==> config.mk <==
export PLATFORM = sky130hd
export DESIGN_NAME = imm_ext_pipe_flat
export DESIGN_NICKNAME = d
export VERILOG_FILES = /design/src/rtl/imm_ext_pkg.sv /design/src/rtl/imm_ext_pipe_if.sv /design/src/rtl/imm_ext_comb.sv /design/src/rtl/imm_ext_pipe.sv /design/src/flat_wrapper.sv
export SDC_FILE = /design/constraint.sdc
export NUM_CORES = 1
export LEC_CHECK = 0
export ABC_AREA = 1
export CAP_MARGIN = 20
export CORE_ASPECT_RATIO = 0.6
export CORE_MARGIN = 1
export CORE_UTILIZATION = 35
export CTS_CLUSTER_DIAMETER = 50
export DETAILED_ROUTE_END_ITERATION = 16
export DONT_BUFFER_PORTS = 1
export PLACE_DENSITY = 0.56
export SYNTH_ARGS = -nofsm -noshare
export SYNTH_HDL_FRONTEND = slang
export SYNTH_SLANG_ARGS = --single-unit
==> constraint.sdc <==
create_clock -name clk -period 3.6 [get_ports clk]
set_input_delay 0.72 -clock clk [delete_from_list [all_inputs] [get_ports clk]]
set_output_delay 0.72 -clock clk [all_outputs]
set_load 0.05 [all_outputs]
==> src/rtl/imm_ext_pkg.sv <==
// Shared types and constants for the registered immediate-extension stage.
package imm_ext_pkg;

    localparam int unsigned IMM_DATA_W    = 25;
    localparam int unsigned DEFAULT_XLEN  = 32;
    localparam int unsigned DEFAULT_TAG_W = 8;

    typedef enum logic [2:0] {
        ImmI     = 3'b000,
        ImmS     = 3'b001,
        ImmB     = 3'b010,
        ImmJ     = 3'b011,
        ImmU     = 3'b100,
        ImmSrai  = 3'b101,
        ImmShift = 3'b110,
        ImmRsvd  = 3'b111
    } imm_src_t;

    // Buffer entry at default widths; the pipe declares a width-matched copy.
    typedef struct packed {
        logic [DEFAULT_XLEN-1:0]  imm;
        logic [DEFAULT_TAG_W-1:0] tag;
        logic                     illegal;
    } imm_entry_t;

endpackage

==> src/rtl/imm_ext_pipe_if.sv <==
// Upstream/downstream handshake bundle of the immediate-extension stage, plus flush.
interface imm_ext_pipe_if #(
    parameter int unsigned XLEN  = 32,
    parameter int unsigned TAG_W = 8
) ();

    logic                               flush;
    logic                               in_valid;
    logic                               in_ready;
    logic [2:0]                         in_src;
    logic [imm_ext_pkg::IMM_DATA_W-1:0] in_data;
    logic [TAG_W-1:0]                   in_tag;
    logic                               out_valid;
    logic                               out_ready;
    logic [XLEN-1:0]                    out_imm;
    logic [TAG_W-1:0]                   out_tag;
    logic                               out_illegal;

    modport slave (
        input  flush, in_valid, in_src, in_data, in_tag, out_ready,
        output in_ready, out_valid, out_imm, out_tag, out_illegal
    );

    modport master (
        output flush, in_valid, in_src, in_data, in_tag, out_ready,
        input  in_ready, out_valid, out_imm, out_tag, out_illegal
    );

endinterface

==> src/rtl/imm_ext_comb.sv <==
// Combinational RISC-V immediate extender for instruction bits [31:7].
// Optional shift-amount legality checks are enabled by IMM_SHAMT_CHECK_EN.
module imm_ext_comb import imm_ext_pkg::*; #(
    parameter int unsigned XLEN = DEFAULT_XLEN
) (
    input  imm_src_t              src_i,
    input  logic [IMM_DATA_W-1:0] data_i,
    output logic [XLEN-1:0]       imm_o,
    output logic                  illegal_o
);

    localparam int unsigned SHW = $clog2(XLEN);

    always_comb begin
        imm_o     = '0;
        illegal_o = 1'b0;
        unique case (src_i)
            ImmI:     imm_o = XLEN'($signed(data_i[24:13]));
            ImmS:     imm_o = XLEN'($signed({data_i[24:18], data_i[4:0]}));
            ImmB:     imm_o = XLEN'($signed({data_i[24], data_i[0], data_i[23:18],
                                             data_i[4:1], 1'b0}));
            ImmJ:     imm_o = XLEN'($signed({data_i[24], data_i[12:5], data_i[13],
                                             data_i[23:14], 1'b0}));
            ImmU:     imm_o = XLEN'($signed({data_i[24:5], 12'b0}));
            ImmSrai: begin
                imm_o = XLEN'(data_i[13 +: SHW]);
`ifdef IMM_SHAMT_CHECK_EN
                // instr[30] selects arithmetic shift; instr[25] is shamt[5] on RV32
                illegal_o = !data_i[23] || (XLEN == 32 && data_i[18]);
`endif
            end
            ImmShift: begin
                imm_o = XLEN'(data_i[13 +: SHW]);
`ifdef IMM_SHAMT_CHECK_EN
                illegal_o = data_i[23] || (XLEN == 32 && data_i[18]);
`endif
            end
            ImmRsvd:  illegal_o = 1'b1;
            default:  illegal_o = 1'b1;
        endcase
    end

endmodule

==> src/rtl/imm_ext_pipe.sv <==
// Registered immediate-extension stage with a 2-entry skid buffer and flush.
// IMM_SHAMT_CHECK_EN (see imm_ext_comb) adds shift-amount legality checks.
module imm_ext_pipe import imm_ext_pkg::*; #(
    parameter int unsigned XLEN  = DEFAULT_XLEN,
    parameter int unsigned TAG_W = DEFAULT_TAG_W
) (
    input logic           clk,
    input logic           rst,
    imm_ext_pipe_if.slave bus
);

    typedef struct packed {
        logic [XLEN-1:0]  imm;
        logic [TAG_W-1:0] tag;
        logic             illegal;
    } entry_t;

    entry_t          new_entry;
    logic [XLEN-1:0] ext_imm;
    logic            ext_illegal;

    entry_t main_q, main_d;
    entry_t skid_q, skid_d;
    logic   main_valid_q, main_valid_d;
    logic   skid_valid_q, skid_valid_d;
    logic   accept, pop;

    imm_ext_comb #(
        .XLEN (XLEN)
    ) u_ext (
        .src_i     (imm_src_t'(bus.in_src)),
        .data_i    (bus.in_data),
        .imm_o     (ext_imm),
        .illegal_o (ext_illegal)
    );

    assign new_entry = '{imm: ext_imm, tag: bus.in_tag, illegal: ext_illegal};

    // Ready depends only on skid occupancy, so downstream stalls never reach upstream combinationally.
    assign bus.in_ready = !skid_valid_q;
    assign accept       = bus.in_valid && bus.in_ready;
    assign pop          = main_valid_q && bus.out_ready;

    always_comb begin
        main_d       = main_q;
        skid_d       = skid_q;
        main_valid_d = main_valid_q;
        skid_valid_d = skid_valid_q;
        if (bus.flush) begin
            main_valid_d = 1'b0;
            skid_valid_d = 1'b0;
        end else if (!main_valid_q || pop) begin
            if (skid_valid_q) begin
                main_d       = skid_q;
                main_valid_d = 1'b1;
                skid_valid_d = accept;
                if (accept) begin
                    skid_d = new_entry;
                end
            end else begin
                main_valid_d = accept;
                if (accept) begin
                    main_d = new_entry;
                end
            end
        end else if (accept) begin
            skid_d       = new_entry;
            skid_valid_d = 1'b1;
        end
    end

    always_ff @(posedge clk or posedge rst) begin
        if (rst) begin
            main_q       <= '0;
            skid_q       <= '0;
            main_valid_q <= 1'b0;
            skid_valid_q <= 1'b0;
        end else begin
            main_q       <= main_d;
            skid_q       <= skid_d;
            main_valid_q <= main_valid_d;
            skid_valid_q <= skid_valid_d;
        end
    end

    assign bus.out_valid   = main_valid_q;
    assign bus.out_imm     = main_q.imm;
    assign bus.out_tag     = main_q.tag;
    assign bus.out_illegal = main_q.illegal;

endmodule

==> src/flat_wrapper.sv <==
// flat-port wrapper written by rule: the top's interface ports become plain ports
module imm_ext_pipe_flat import imm_ext_pkg::*;
#(
    parameter int unsigned XLEN  = DEFAULT_XLEN,
    parameter int unsigned TAG_W = DEFAULT_TAG_W
)
  (clk, rst, bus_flush, bus_in_valid, bus_in_src, bus_in_data, bus_in_tag, bus_out_ready, bus_in_ready, bus_out_valid, bus_out_imm, bus_out_tag, bus_out_illegal);
  imm_ext_pipe_if #(.XLEN(XLEN), .TAG_W(TAG_W)) bus_i ();
  input logic clk;
  input logic rst;
  input wire logic [$bits(bus_i.flush)-1:0] bus_flush;
  input wire logic [$bits(bus_i.in_valid)-1:0] bus_in_valid;
  input wire logic [$bits(bus_i.in_src)-1:0] bus_in_src;
  input wire logic [$bits(bus_i.in_data)-1:0] bus_in_data;
  input wire logic [$bits(bus_i.in_tag)-1:0] bus_in_tag;
  input wire logic [$bits(bus_i.out_ready)-1:0] bus_out_ready;
  output wire logic [$bits(bus_i.in_ready)-1:0] bus_in_ready;
  output wire logic [$bits(bus_i.out_valid)-1:0] bus_out_valid;
  output wire logic [$bits(bus_i.out_imm)-1:0] bus_out_imm;
  output wire logic [$bits(bus_i.out_tag)-1:0] bus_out_tag;
  output wire logic [$bits(bus_i.out_illegal)-1:0] bus_out_illegal;
  assign bus_i.flush = bus_flush;
  assign bus_i.in_valid = bus_in_valid;
  assign bus_i.in_src = bus_in_src;
  assign bus_i.in_data = bus_in_data;
  assign bus_i.in_tag = bus_in_tag;
  assign bus_i.out_ready = bus_out_ready;
  assign bus_in_ready = bus_i.in_ready;
  assign bus_out_valid = bus_i.out_valid;
  assign bus_out_imm = bus_i.out_imm;
  assign bus_out_tag = bus_i.out_tag;
  assign bus_out_illegal = bus_i.out_illegal;
  imm_ext_pipe #(.XLEN(XLEN), .TAG_W(TAG_W)) u_core (.clk(clk), .rst(rst), .bus(bus_i));
endmodule
# Word-level counts from Yosys, hierarchy flattened
# Cells that the tools add are included.
[totals]
ff_bits = 84
output_inout_bits = 43
elab_cells = 43
input_bits = 41
[op_classes]
reduce_logical = 12
n_bitwise = 1
eq_ne = 8
muxes = 14
[op_table]
columns = ["operator", "n"]
rows = [
  ["two-way mux 41 bit", 5],
  ["case mux 32 bit (6 select lines)", 1],
  ["== test 3 bit (second input constant)", 4],
  ["two-way mux 1 bit", 8],
  ["== test 3 x 2 -> 1 bit (second input constant)", 2],
  ["nonzero test 2 bit", 2],
  ["== test 3 x 1 -> 1 bit (second input constant)", 1],
  ["logical NOT 3 bit", 1],
  ["AND reduction 3 bit", 1],
  ["nonzero test 3 bit", 1],
  ["logical AND 1 bit", 2],
  ["logical NOT 1 bit", 2],
  ["inequality test 2 x 1 -> 1 bit (second input constant)", 1],
  ["AND reduction 2 bit", 1],
  ["OR reduction 2 bit", 1],
  ["logical OR 1 bit", 1],
  ["inverter 1 bit", 1],
]

# Longest topological paths before layout
# Gate-level depths: netlist of the first run.
[depth]
word_depth = 6
mapped_depth = 9
ltp_nobuf = 9

# Cells and area by module
# Synthesis of the first run repeated with hierarchy kept, for this count alone.
[unflattened]
hier_cells = 585
hier_area_um2 = 4314.1
[modules_own_cells]
columns = ["module", "cells_each", "area_each_um2", "seq_area_each_um2", "instances"]
rows = [
  ["imm_ext_pipe", 503, 3882.5, 2102.0, 1],
  ["imm_ext_comb", 82, 431.7, 0.0, 1],
]

# Worst setup path after synthesis of the first run
# OpenSTA, ideal clock, no wires.
[synth_path]
kind = "reg2out"
start = "register u_core.skid_valid_q"
end = "output bus_in_ready"
path_slack_ns = 1.942
n_path_buf = 2
required_time_ns = 2.880
stages_incl_launch_ff = 4
arrival_time_ns = 0.938
path_cell_list = "dfrtp_1 -> buf_2 -> inv_2 -> buf_2"
[synth_via]
elab_chain_cells = 1
[synth_rtl]
columns = ["element", "line", "text"]
rows = [
  ["start, declared", "imm_ext_pipe.sv:25", "logic skid_valid_q, skid_valid_d;"],
  ["start signal, assigned", "imm_ext_pipe.sv:82", "skid_valid_q <= skid_valid_d;"],
  ["logical NOT 1 bit", "imm_ext_pipe.sv:40", "assign bus.in_ready = !skid_valid_q;"],
  ["end, declared", "flat_wrapper.sv:17", "output wire logic [$bits(bus_i.in_ready)-1:0] bus_in_ready;"],
]
# Every way passes these cells.

# Worst setup path in the final report of the first run
[layout_path]
start = "register u_core.main_valid_q (netlist: u_core.bus.out_valid)"
end = "register u_core.skid_q[17] in the netlist's numbering"
[layout_via]
elab_chain_cells = 4
elab_cells_between_ends = 6
cone_classes = "eq/ne: 1; mux: 1; reduce/logical: 4"
[layout_rtl]
columns = ["element", "line", "text"]
rows = [
  ["start, declared", "imm_ext_pipe.sv:24", "logic main_valid_q, main_valid_d;"],
  ["start signal, assigned", "imm_ext_pipe.sv:81", "main_valid_q <= main_valid_d;"],
  ["logical NOT 1 bit / logical AND 1 bit (equally long branches)", "imm_ext_pipe.sv:52, imm_ext_pipe.sv:42", ""],
  ["logical OR 1 bit *", "imm_ext_pipe.sv:52", "end else if (!main_valid_q || pop) begin"],
  ["inequality test 2 x 1 -> 1 bit (no source line)", "--", ""],
  ["AND reduction 2 bit (no source line)", "--", ""],
  ["end signal, assigned", "imm_ext_pipe.sv:80", "skid_q <= skid_d;"],
  ["end, declared", "imm_ext_pipe.sv:23", "entry_t skid_q, skid_d;"],
]
# Mark *: on every way between the ends. The rest lies on a longest branch, timed or not.
# A chain may end at the register's enable or synchronous reset.

==> reports/results.md, run 1 <==
• complete, no violations — run status
• 0.576 — slew margin rel.
• 15.2 µm — wire length per cell
• 0.06 ns — clock-pin slew on the worst setup and hold paths
• 45 — Critical Path Fanout Max
• 0.0119 mm² — overall die area
• 0 — number of buffers inserted by port buffering
• 9 — CTS buffer count
• 0 — GR Overflow Total
• 0 — count of final hold-check violations
• 3.80 ns — worst path required time
• 2.38 ns — Min Clock Period, post-route
• nand2_2, nor2_8, nand3_4, inv_2, o21ai_0 — cell chain of the critical path
• 9790 µm — Total Wirelength
• sky130_fd_sc_hd__clkbuf_16 — master cell of the clock root buffer
• 0.812 — GPL Wtd Cong
• 0.338 — switching part of the total
• 84 — top-level I/O count
• sky130_fd_sc_hd__dfrtp_1 — highest-delay cell along the critical path
• 29 — number of core rows
• 140 µm — overall die width
• 0.00179 W — internal power
• 7.87 µm² — mean instance size in the synthesized netlist
• 2 — maximum number of buffers from clock root to sink
• 0 — quantity of gates resized following cts
• 0.181 — global routing usage summed across all routing layers
• 0.286 ns — Worst Hold Margin
• 0 ns — setup total negative slack
• 0 — number of antenna cells inserted
• 84 — TritonCTS sink count
• 0.524 — proportion of synthesized chip area in sequential cells
• 186 — number of design-rule violations left by the first detailed-router iteration
• 539 — nets
• 0.34 ns — insertion delay to the later sink of the worst-skew pair
• 0.421 GHz — maximum clock frequency
• 0 — # setup viols final
• 2.25 nW — static power due to leakage
• 0 — antenna violations before repair
• 6670 µm — HPWL after detailed placement
• 0.0108 mm² — placeable core region
• 0.636 ns — Slew @ Worst Pin
• flip-flop — startpoint type of the worst setup path
• flip-flop — sort of element at the end of the critical path
• 642 — final standard cell count with taps included and fillers excluded
• 0 — number of enable-type register cells in the synthesized netlist
• sky130_fd_sc_hd__nand2_1 — dominant cell by count in the synthesized netlist
• 3,138 — number of vias in the routed layout
• reg -> reg — kind of critical path
• 3,051 — via count of the first global-routing pass
• yes — CTS tree
• 0.350 — proportion of power drawn by the clock network
• 0.541 — Seq pwr share
• 0.110 — Comb pwr share
• sky130_fd_sc_hd__dfrtp_1 — largest area contributor in the synthesized netlist
• no — setup repair after global routing missed its margin
• 0 — max-slew violations
• 0.00401 mm² — synthesized cell area
• 0 — Max Cap Viol
• 4.89 — vias per std cell
• 0 — hold buffers post-CTS
• sky130_fd_sc_hd__dfrtp_1 52%, sky130_fd_sc_hd__nand2_1 18%, sky130_fd_sc_hd__o21ai_0 8.4%, sky130_fd_sc_hd__nand3_1 3.1%, sky130_fd_sc_hd__nor2_1 3.0% — Area contributors post-synth
• 1.00 — asr flop ratio synth
• 29 — number of library cell types mapped by synthesis
• 1 — Buf+Inv Stages, Crit Path
• 551 — total nets after synthesis
• 5 — number of detailed-route iterations in the first pass
• 196 x sky130_fd_sc_hd__nand2_1, 84 x sky130_fd_sc_hd__dfrtp_1, 67 x sky130_fd_sc_hd__o21ai_0, 32 x sky130_fd_sc_hd__nor2_1, 29 x sky130_fd_sc_hd__inv_1 — Synth top cells by count
• 0 — DRC
• 1,120 — number of inserted filler cells in the final layout
• 0.64 ns — delay of the slowest cell on the worst path
• 626 — instance count after placement with tap cells included
• 16,500 µm — wire length of the first global-routing pass
• 85.0 µm — Vert. Die Dim
• 1.22 ns — worst-case setup margin in the final layout
• 0.00797 ns — final setup skew
• 621 mW/mm² — power density relative to cell area
• 2.57 ns — Worst Path Arrival
• 3 — htree depth
• 0.000917 W — net switching power
• 0.212 mV — Worst VDD drop
• 510 — number of instances in the synthesized netlist
• in -> async — hold crit path type
• 8.67% — area growth from synthesis to final layout
• 0 — Detail Route Antenna Nets
• sky130_fd_sc_hd__dfrtp_1 — ys flop type
• 0.524 — proportion of netlist area held by the largest area contributor
• 65 — pin count of the biggest net entering global routing
• 0.370 — effective utilization at floorplan
• 0.660 — Period Utilization, post-route
• simple AND/OR/NAND/NOR gates — Top Family by Delay on Critical Path
• 0.00271 W — PnR Total Power
• 0 — post-CTS setup buffers
• 84 — Seq cells post-synth
• 1.18 ns — worst setup slack before clock tree synthesis
• 0 — number of warnings printed during yosys synthesis
• 0.0795 — layout cell share with drive strength beyond 1
## power groups by stage
stage | clock network (W) | logic [W] | registers, W
6_report | 0.000948 | 0.000297 | 0.00147
5_1_grt | 0.00102 | 0.000360 | 0.00149
4_1_cts | 0.000972 | 0.000302 | 0.00147
3_5_place_dp | 0 | 0.000300 | 0.00148
3_3_place_gp | 0 | 0.000291 | 0.00148
2_1_floorplan | 0 | 0.000253 | 0.00145
## layer usage
layer	global-route usage	share of wire	up-vias
met3	0.0739	0.080	10
met1	0.252	0.49	1442
met4	0.0519	0.010	0
met5	0	0	-
li1	-	-	1594
met2	0.256	0.42	92
## worst reg2reg max path, delay by kind of cell, from the launching register on
kind                   cells  cell delay [ns]
and+or+nand+nor            3             0.77
buffers and inverters      1             0.66
DFF                        1             0.64
AOI/OAI and AO/OA          1             0.18
## area by class of cell
| class | instances | area (µm²) | share of cell area |
|---|---|---|---|
| Clock inverter | 3 | 45.0 | 0.0103 |
| Tap cell | 139 | 174 | 0.0399 |
| Inverter | 38 | 151 | 0.0347 |
| Timing Repair Buffer | 4 | 30.0 | 0.00688 |
| Clock buffer | 13 | 260 | 0.0597 |
| Multi-Input combinational cell | 361 | 1600 | 0.367 |
| Sequential cell | 84 | 2100 | 0.482 |
## kinds of logic after synthesis
family	share of synthesized area
buffers and inverters	0.0779
AOI/OAI and AO/OA	0.120
DFF	0.524
and+or+nand+nor	0.278
## layout by cell type, fill, tap and decap left out, types with 2 or more instances in the layout
master and n:
sky130_fd_sc_hd__o21ai_0 67, sky130_fd_sc_hd__nand2_2 5, sky130_fd_sc_hd__dfrtp_1 84, sky130_fd_sc_hd__inv_2 6
sky130_fd_sc_hd__clkinvlp_4 2, sky130_fd_sc_hd__nor2_2 2, sky130_fd_sc_hd__buf_4 4, sky130_fd_sc_hd__clkbuf_8 2
sky130_fd_sc_hd__inv_1 28, sky130_fd_sc_hd__nor2_8 2, sky130_fd_sc_hd__a21oi_1 6, sky130_fd_sc_hd__nor2_1 32
sky130_fd_sc_hd__clkbuf_16 9, sky130_fd_sc_hd__o21ai_1 17, sky130_fd_sc_hd__nand3_1 25, sky130_fd_sc_hd__nand2_1 196
sky130_fd_sc_hd__clkbuf_1 2, sky130_fd_sc_hd__nand4_1 2
## final timing paths
kind                                      start                      to  slack (ns)  depth (start not counted)
hold / removal                              rst    u_core.bus.out_valid        0.29                          1
max in group asynchronous                   rst  u_core.bus.out_illegal        2.53                          2
min in group clk              u_core.skid_q[21]       u_core.skid_q[21]        0.47                          2
setup / recovery           u_core.bus.out_valid       u_core.skid_q[17]        1.22                          5
hold reg to reg               u_core.skid_q[21]       u_core.skid_q[21]        0.47                          2
setup reg to reg           u_core.bus.out_valid       u_core.skid_q[17]        1.22                          5
## metrics by stage
stage          area, µm²  utilization
2_1_floorplan       4010            -
3_3_place_gp        4060        0.374
3_5_place_dp        4060        0.374
4_1_cts             4360        0.402
5_1_grt             4360        0.402
6_report            4360        0.402
## flip-flops by register name, summed over array words and instances (netlist names)
| signal | cells |
|---|---|
| u_core.bus.out_tag | 8 |
| u_core.bus.out_illegal | 1 |
| u_core.skid_valid_q | 1 |
| u_core.bus.out_imm | 32 |
| u_core.skid_q | 41 |
| u_core.bus.out_valid | 1 |
No activity file was read; power rests on OpenSTA's default activity.
==> run 2, diff against run 1 <==
==> constraint.sdc (replaced) <==
create_clock -name clk -period 2.4 [get_ports clk]
set_input_delay 0.48 -clock clk [delete_from_list [all_inputs] [get_ports clk]]
set_output_delay 0.48 -clock clk [all_outputs]
set_load 0.05 [all_outputs]
==> run 2 against run 1 <==
Via count is 1.1% higher. Clock power is 60% higher. Register-to-register slack worse by 0.34 ns. Worst hold slack worse by 0.23 ns. Sequential share of layout area is 0.68 points lower. Sequential power is 49% higher. Clock skew is 0.0012 ns higher. Sequential cell count stayed put. Combinational power is 54% higher. Worst setup slack worse by 0.50 ns. First-iteration DRC count is 8.1% higher. Critical path depth is 3 lower.
==> reports/results.md, run 2 (synthesis gave the netlist of run 1 again) <==
• 3,174 — number of vias in the routed layout
• 2 — Buf+Inv Stages, Crit Path
• sky130_fd_sc_hd__clkbuf_16 — master cell of the clock root buffer
• 0.183 — global routing usage summed across all routing layers
• 0.0108 mm² — placeable core region
• 16,700 µm — wire length of the first global-routing pass
• 1.20 ns — Worst Path Arrival
• 0.00915 ns — final setup skew
• 0.109 — Comb pwr share
• 10.2% — area growth from synthesis to final layout
• 0 — DRC
• 0.596 GHz — maximum clock frequency
• sky130_fd_sc_hd__dfrtp_1 — highest-delay cell along the critical path
• 0 — Detail Route Antenna Nets
• 6 — reg2reg path depth
• 84 — top-level I/O count
• 1.68 ns — Min Clock Period, post-route
• u_core.skid_q — register name with the most flops
• output pin — sort of element at the end of the critical path
• 0 ns — setup total negative slack
• 2 — path length in cells of the critical path
• no — setup repair after global routing missed its margin
• 1.92 ns — worst path required time
• 196 x sky130_fd_sc_hd__nand2_1, 84 x sky130_fd_sc_hd__dfrtp_1, 67 x sky130_fd_sc_hd__o21ai_0 — commonest cells after routing, fill and taps aside
• 0 — count of final hold-check violations
• 0.371 mV — Worst VDD drop
• 2.28 nW — static power due to leakage
• 0 — antenna violations before repair
• 0 — Max Cap Viol
• 3,195 — via count of the first global-routing pass
• 9880 µm — Total Wirelength
• 0.0871 — layout cell share with drive strength beyond 1
• sky130_fd_sc_hd__nand2_1 — most common library cell in the layout ignoring fill and taps
• 0 — # setup viols final
• 140 µm — overall die width
• 0.364 — proportion of power drawn by the clock network
• 0.0119 mm² — overall die area
• 0.370 — effective utilization at floorplan
• 0 — GR Overflow Total
• 65 — pin count of the biggest net entering global routing
• 52 — Critical Path Fanout Max
• 15.3 µm — wire length per cell
• 0 — number of buffers inserted by port buffering
• 0.335 — switching part of the total
• 0.00139 W — net switching power
• 0 — post-CTS setup buffers
• reg -> out — kind of critical path
• 0.00442 mm² — finished layout cell area
• 0.43 ns — delay of the slowest cell on the worst path
• in -> async — hold crit path type
• 541 — nets
• 0.00277 W — internal power
• 201 — number of design-rule violations left by the first detailed-router iteration
• 942 mW/mm² — power density relative to cell area
• 85.0 µm — Vert. Die Dim
• flip-flops — Top Family by Delay on Critical Path
• 0 — max-slew violations
• 4 — number of detailed-route iterations in the first pass
• 0.06 ns — clock-pin slew on the worst setup and hold paths
• inv_2, buf_12 — cell chain of the critical path
• flip-flop — startpoint type of the worst setup path
• 2 — maximum number of buffers from clock root to sink
• 6540 µm — HPWL after detailed placement
• complete, no violations — run status
• 0 — number of antenna cells inserted
• 0.591 — slew margin rel.
• yes — CTS tree
• 0.527 — Seq pwr share
• 0 — quantity of gates resized following cts
• 0.34 ns — insertion delay to the later sink of the worst-skew pair
• 3 — htree depth
• 0.00410 mm² — post-placement cell area
• 0 — hold buffers post-CTS
• 0.699 — Period Utilization, post-route
• 41 — max FFs per register
• 29 — number of core rows
• 0.612 ns — Slew @ Worst Pin
• 4.93 — vias per std cell
• 0.781 — GPL Wtd Cong
• 84 — TritonCTS sink count
• 9 — CTS buffer count
[run 2: routing by layer]
| layer | track usage | up-vias | part of all wire |
|---|---|---|---|
| met3 | 0.0672 | 6 | 0.076 |
| li1 | - | 1590 | - |
| met4 | 0.0490 | 0 | 0.0094 |
| met1 | 0.247 | 1493 | 0.49 |
| met2 | 0.277 | 85 | 0.42 |
| met5 | 0 | - | 0 |
[run 2: worst paths after layout]
check / to / from / slack [ns]
min in group clk: u_core.bus.out_valid / bus_flush / 0.25
worst max-delay path: bus_in_ready / u_core.skid_valid_q / 0.72
worst min register to register: u_core.skid_q[39] / u_core.skid_q[39] / 0.47
max in group asynchronous: u_core.bus.out_imm[24] / rst / 1.70
worst min-delay path: u_core.bus.out_imm[28] / rst / 0.05
worst max register to register: u_core.bus.out_imm[0] / u_core.skid_valid_q / 0.88
[run 2: final cells by class]
class / instances / area [µm²]
fillers: 1110 / 6420
flip-flops and latches: 84 / 2100
multi-input cells: 361 / 1600
clock buffers: 10 / 239
well taps: 139 / 174
inverters: 38 / 154
clock inverters: 6 / 86.3
repair buffers: 6 / 70.1
[run 2: power by group through the flow]
stage / Sequential (W) / Clock (W) / Combinational (W)
6_report: 0.00219 / 0.00152 / 0.000456
5_1_grt: 0.00223 / 0.00160 / 0.000550
4_1_cts: 0.00220 / 0.00155 / 0.000464
3_5_place_dp: 0.00222 / 0 / 0.000461
3_3_place_gp: 0.00222 / 0 / 0.000448
2_1_floorplan: 0.00218 / 0 / 0.000380
[run 2: through the flow]
step	total power (W)	hold slack, ns	std cells	worst slack, ns	util
finish	0.00417	0.0544	644	0.723	0.408
global route	0.00438	0.0865	644	0.686	0.408
CTS	0.00421	0.0748	644	0.708	0.408
detailed placement	0.00268	0.435	628	0.751	0.378
global placement	0.00266	0.442	628	0.761	0.378
floorplan	0.00256	0.444	510	0.849	-
==> run 3, diff against run 2 <==
--- a/config.mk
+++ b/config.mk
@@ -13,7 +13,7 @@
 export CTS_CLUSTER_DIAMETER = 50
 export DETAILED_ROUTE_END_ITERATION = 16
 export DONT_BUFFER_PORTS = 1
-export PLACE_DENSITY = 0.56
+export PLACE_DENSITY = 0.58
 export SYNTH_ARGS = -nofsm -noshare
 export SYNTH_HDL_FRONTEND = slang
 export SYNTH_SLANG_ARGS = --single-unit
==> constraint.sdc (replaced) <==
create_clock -name clk -period 1.5 [get_ports clk]
set_input_delay 0.3 -clock clk [delete_from_list [all_inputs] [get_ports clk]]
set_output_delay 0.3 -clock clk [all_outputs]
set_load 0.05 [all_outputs]
==> run 3 against run 2 <==
Largest power group unchanged. Final cell count is 1.7% higher. Highest routed layer unchanged. Cell area is 2.5% higher. Sequential cell count stayed put.
==> reports/results.md, run 3 (synthesis gave the netlist of run 1 again) <==
• 1.20 ns — worst path required time
• reg -> out — kind of critical path
• 0 — GR Overflow Total
• 3 — htree depth
• 84 — top-level I/O count
• 5080 µm — sum of routed wire segments on met1
• no — setup repair after global routing missed its margin
• 1410 mW/mm² — power density relative to cell area
• 1.13 ns — Worst Path Arrival
• 0.699 GHz — maximum clock frequency
• 13.0% — area growth from synthesis to final layout
• 0 — max-slew violations
• 2.33 nW — static power due to leakage
• 0.33 ns — insertion delay to the later sink of the worst-skew pair
• 16,400 µm — wire length of the first global-routing pass
• 20 — Critical Path Fanout Max
• 0 — Max Cap Viol
• 140 µm — overall die width
• 0.781 — GPL Wtd Cong
• 84 — TritonCTS sink count
• 196 x sky130_fd_sc_hd__nand2_1, 82 x sky130_fd_sc_hd__dfrtp_1, 67 x sky130_fd_sc_hd__o21ai_0 — commonest cells after routing, fill and taps aside
• 3,113 — via count of the first global-routing pass
• 10,000 µm — Total Wirelength
• 3980 µm — met2 WL post-DR
• 0.06 ns — clock-pin slew on the worst setup and hold paths
• 0.107 — layout cell share with drive strength beyond 1
• 29 — number of core rows
• u_core.skid_q — register name with the most flops
• 2 — Buf+Inv Stages, Crit Path
• 842 µm — met3 layer wire length in the routed design
• 85 — pin count of the biggest net entering global routing
• 0.370 — effective utilization at floorplan
• 0.0697 ns — worst-case setup margin in the final layout
• 15.3 µm — wire length per cell
• 0.619 — slew margin rel.
• 0.954 — Period Utilization, post-route
• 0.572 ns — Slew @ Worst Pin
• 1.43 ns — Min Clock Period, post-route
• 0 — count of final hold-check violations
• 0 — antenna violations before repair
• sky130_fd_sc_hd__nand2_1 — most common library cell in the layout ignoring fill and taps
• in -> reg — hold crit path type
• output pin — sort of element at the end of the critical path
• 2 — maximum number of buffers from clock root to sink
• 6790 µm — HPWL after detailed placement
• sky130_fd_sc_hd__clkbuf_16 — master cell of the clock root buffer
• 9 — CTS buffer count
• 0 — Detail Route Antenna Nets
• 0.45 ns — delay of the slowest cell on the worst path
• 0.0108 mm² — placeable core region
• yes — CTS tree
• complete, no violations — run status
• 85.0 µm — Vert. Die Dim
• 0 — number of antenna cells inserted
• 3,194 — number of vias in the routed layout
• sky130_fd_sc_hd__dfrtp_2 — highest-delay cell along the critical path
• 41 — max FFs per register
• 0.0119 mm² — overall die area
• 0 ns — setup total negative slack
• 552 — nets
• met4 — top routing layer used
• 0.191 ns — worst setup slack before clock tree synthesis
• 0.654 mV — Worst VDD drop
• 0 — # setup viols final
• 248 — number of design-rule violations left by the first detailed-router iteration
• 4 — number of detailed-route iterations in the first pass
• 0 — DRC
• 0.178 — global routing usage summed across all routing layers
• flip-flop — startpoint type of the worst setup path
• 4.88 — vias per std cell
• 0 — number of buffers inserted by port buffering
• 0.00546 ns — final setup skew
• flip-flops — Top Family by Delay on Critical Path
• 0.418 — fraction of the core area covered by cells at the end of the flow
• inv_4, buf_12 — cell chain of the critical path
-- run 3: cell count changes in the layout (fill, tap and decap cells not counted), moves of 2 or more --
| cell | previous run | this run |
|---|---|---|
| sky130_fd_sc_hd__dfrtp_1 | 84 | 82 |
| sky130_fd_sc_hd__buf_4 | 4 | 10 |
| sky130_fd_sc_hd__bufinv_16 | 2 | 0 |
| sky130_fd_sc_hd__clkbuf_8 | 1 | 3 |
| sky130_fd_sc_hd__buf_12 | 2 | 5 |
| sky130_fd_sc_hd__dfrtp_2 | 0 | 2 |
-- run 3: final timing paths --
check	from	endpoint	slack, ns	cells past startpoint
max	u_core.skid_valid_q	bus_in_ready	0.07	2
min	bus_flush	u_core.bus.out_valid	0.08	1
max reg2reg	u_core.skid_valid_q	u_core.bus.out_imm[7]	0.18	6
min reg2reg	u_core.skid_q[1]	u_core.skid_q[1]	0.48	2
max in group asynchronous	rst	u_core.skid_q[18]	0.56	3
min in group asynchronous	rst	u_core.bus.out_imm[23]	0.57	3
-- run 3: layer usage --
| metal | up-vias | global-route usage |
|---|---|---|
| li1 | 1614 | - |
| met1 | 1461 | 0.257 |
| met2 | 111 | 0.249 |
| met3 | 8 | 0.0621 |
| met4 | 0 | 0.0509 |
| met5 | - | 0 |
-- run 3: power breakdown --
part | switching (W) | internal, W
logic | 0.000476 | 0.000293
registers | 0.000844 | 0.00267
clock network | 0.000878 | 0.00126
total | 0.00220 | 0.00422
-- run 3: worst register-to-register path, stage by stage, from the launching register on --
cell and delay (ns):
sky130_fd_sc_hd__dfrtp_2 0.45, sky130_fd_sc_hd__o21ai_4 0.24, sky130_fd_sc_hd__nor2_8 0.07, sky130_fd_sc_hd__inv_6 0.13, sky130_fd_sc_hd__buf_12 0.17, sky130_fd_sc_hd__nand2_1 0.08
sky130_fd_sc_hd__o21ai_0 0.09
-- run 3: cell type report --
type,instances,area (µm²)
fill,1071,6310
tap,139,174
clock inverter,3,20.0
sequential,84,2100
inverter,38,156
multi-input combinational,361,1600
clock buffer,13,270
timing repair buffer,17,210
-- run 3: timing repair --
item	4_1_cts	5_1_grt
setup endpoints to repair	0	1
endpoints found under the hold margin	74	0
hold buffers	1	0
setup buffers	0	0
gates resized for setup	0	2
-- run 3: stage by stage --
step | cell area, µm² | std cells | hold WS, ns | power (W)
5_1_grt | 4530 | 655 | 0.0601 | 0.00675
6_report | 4530 | 655 | 0.0773 | 0.00642
3_3_place_gp | 4210 | 637 | 0.332 | 0.00429
4_1_cts | 4510 | 654 | 0.0649 | 0.00648
2_1_floorplan | 4020 | 510 | 0.407 | 0.00409
3_5_place_dp | 4210 | 637 | 0.338 | 0.00432
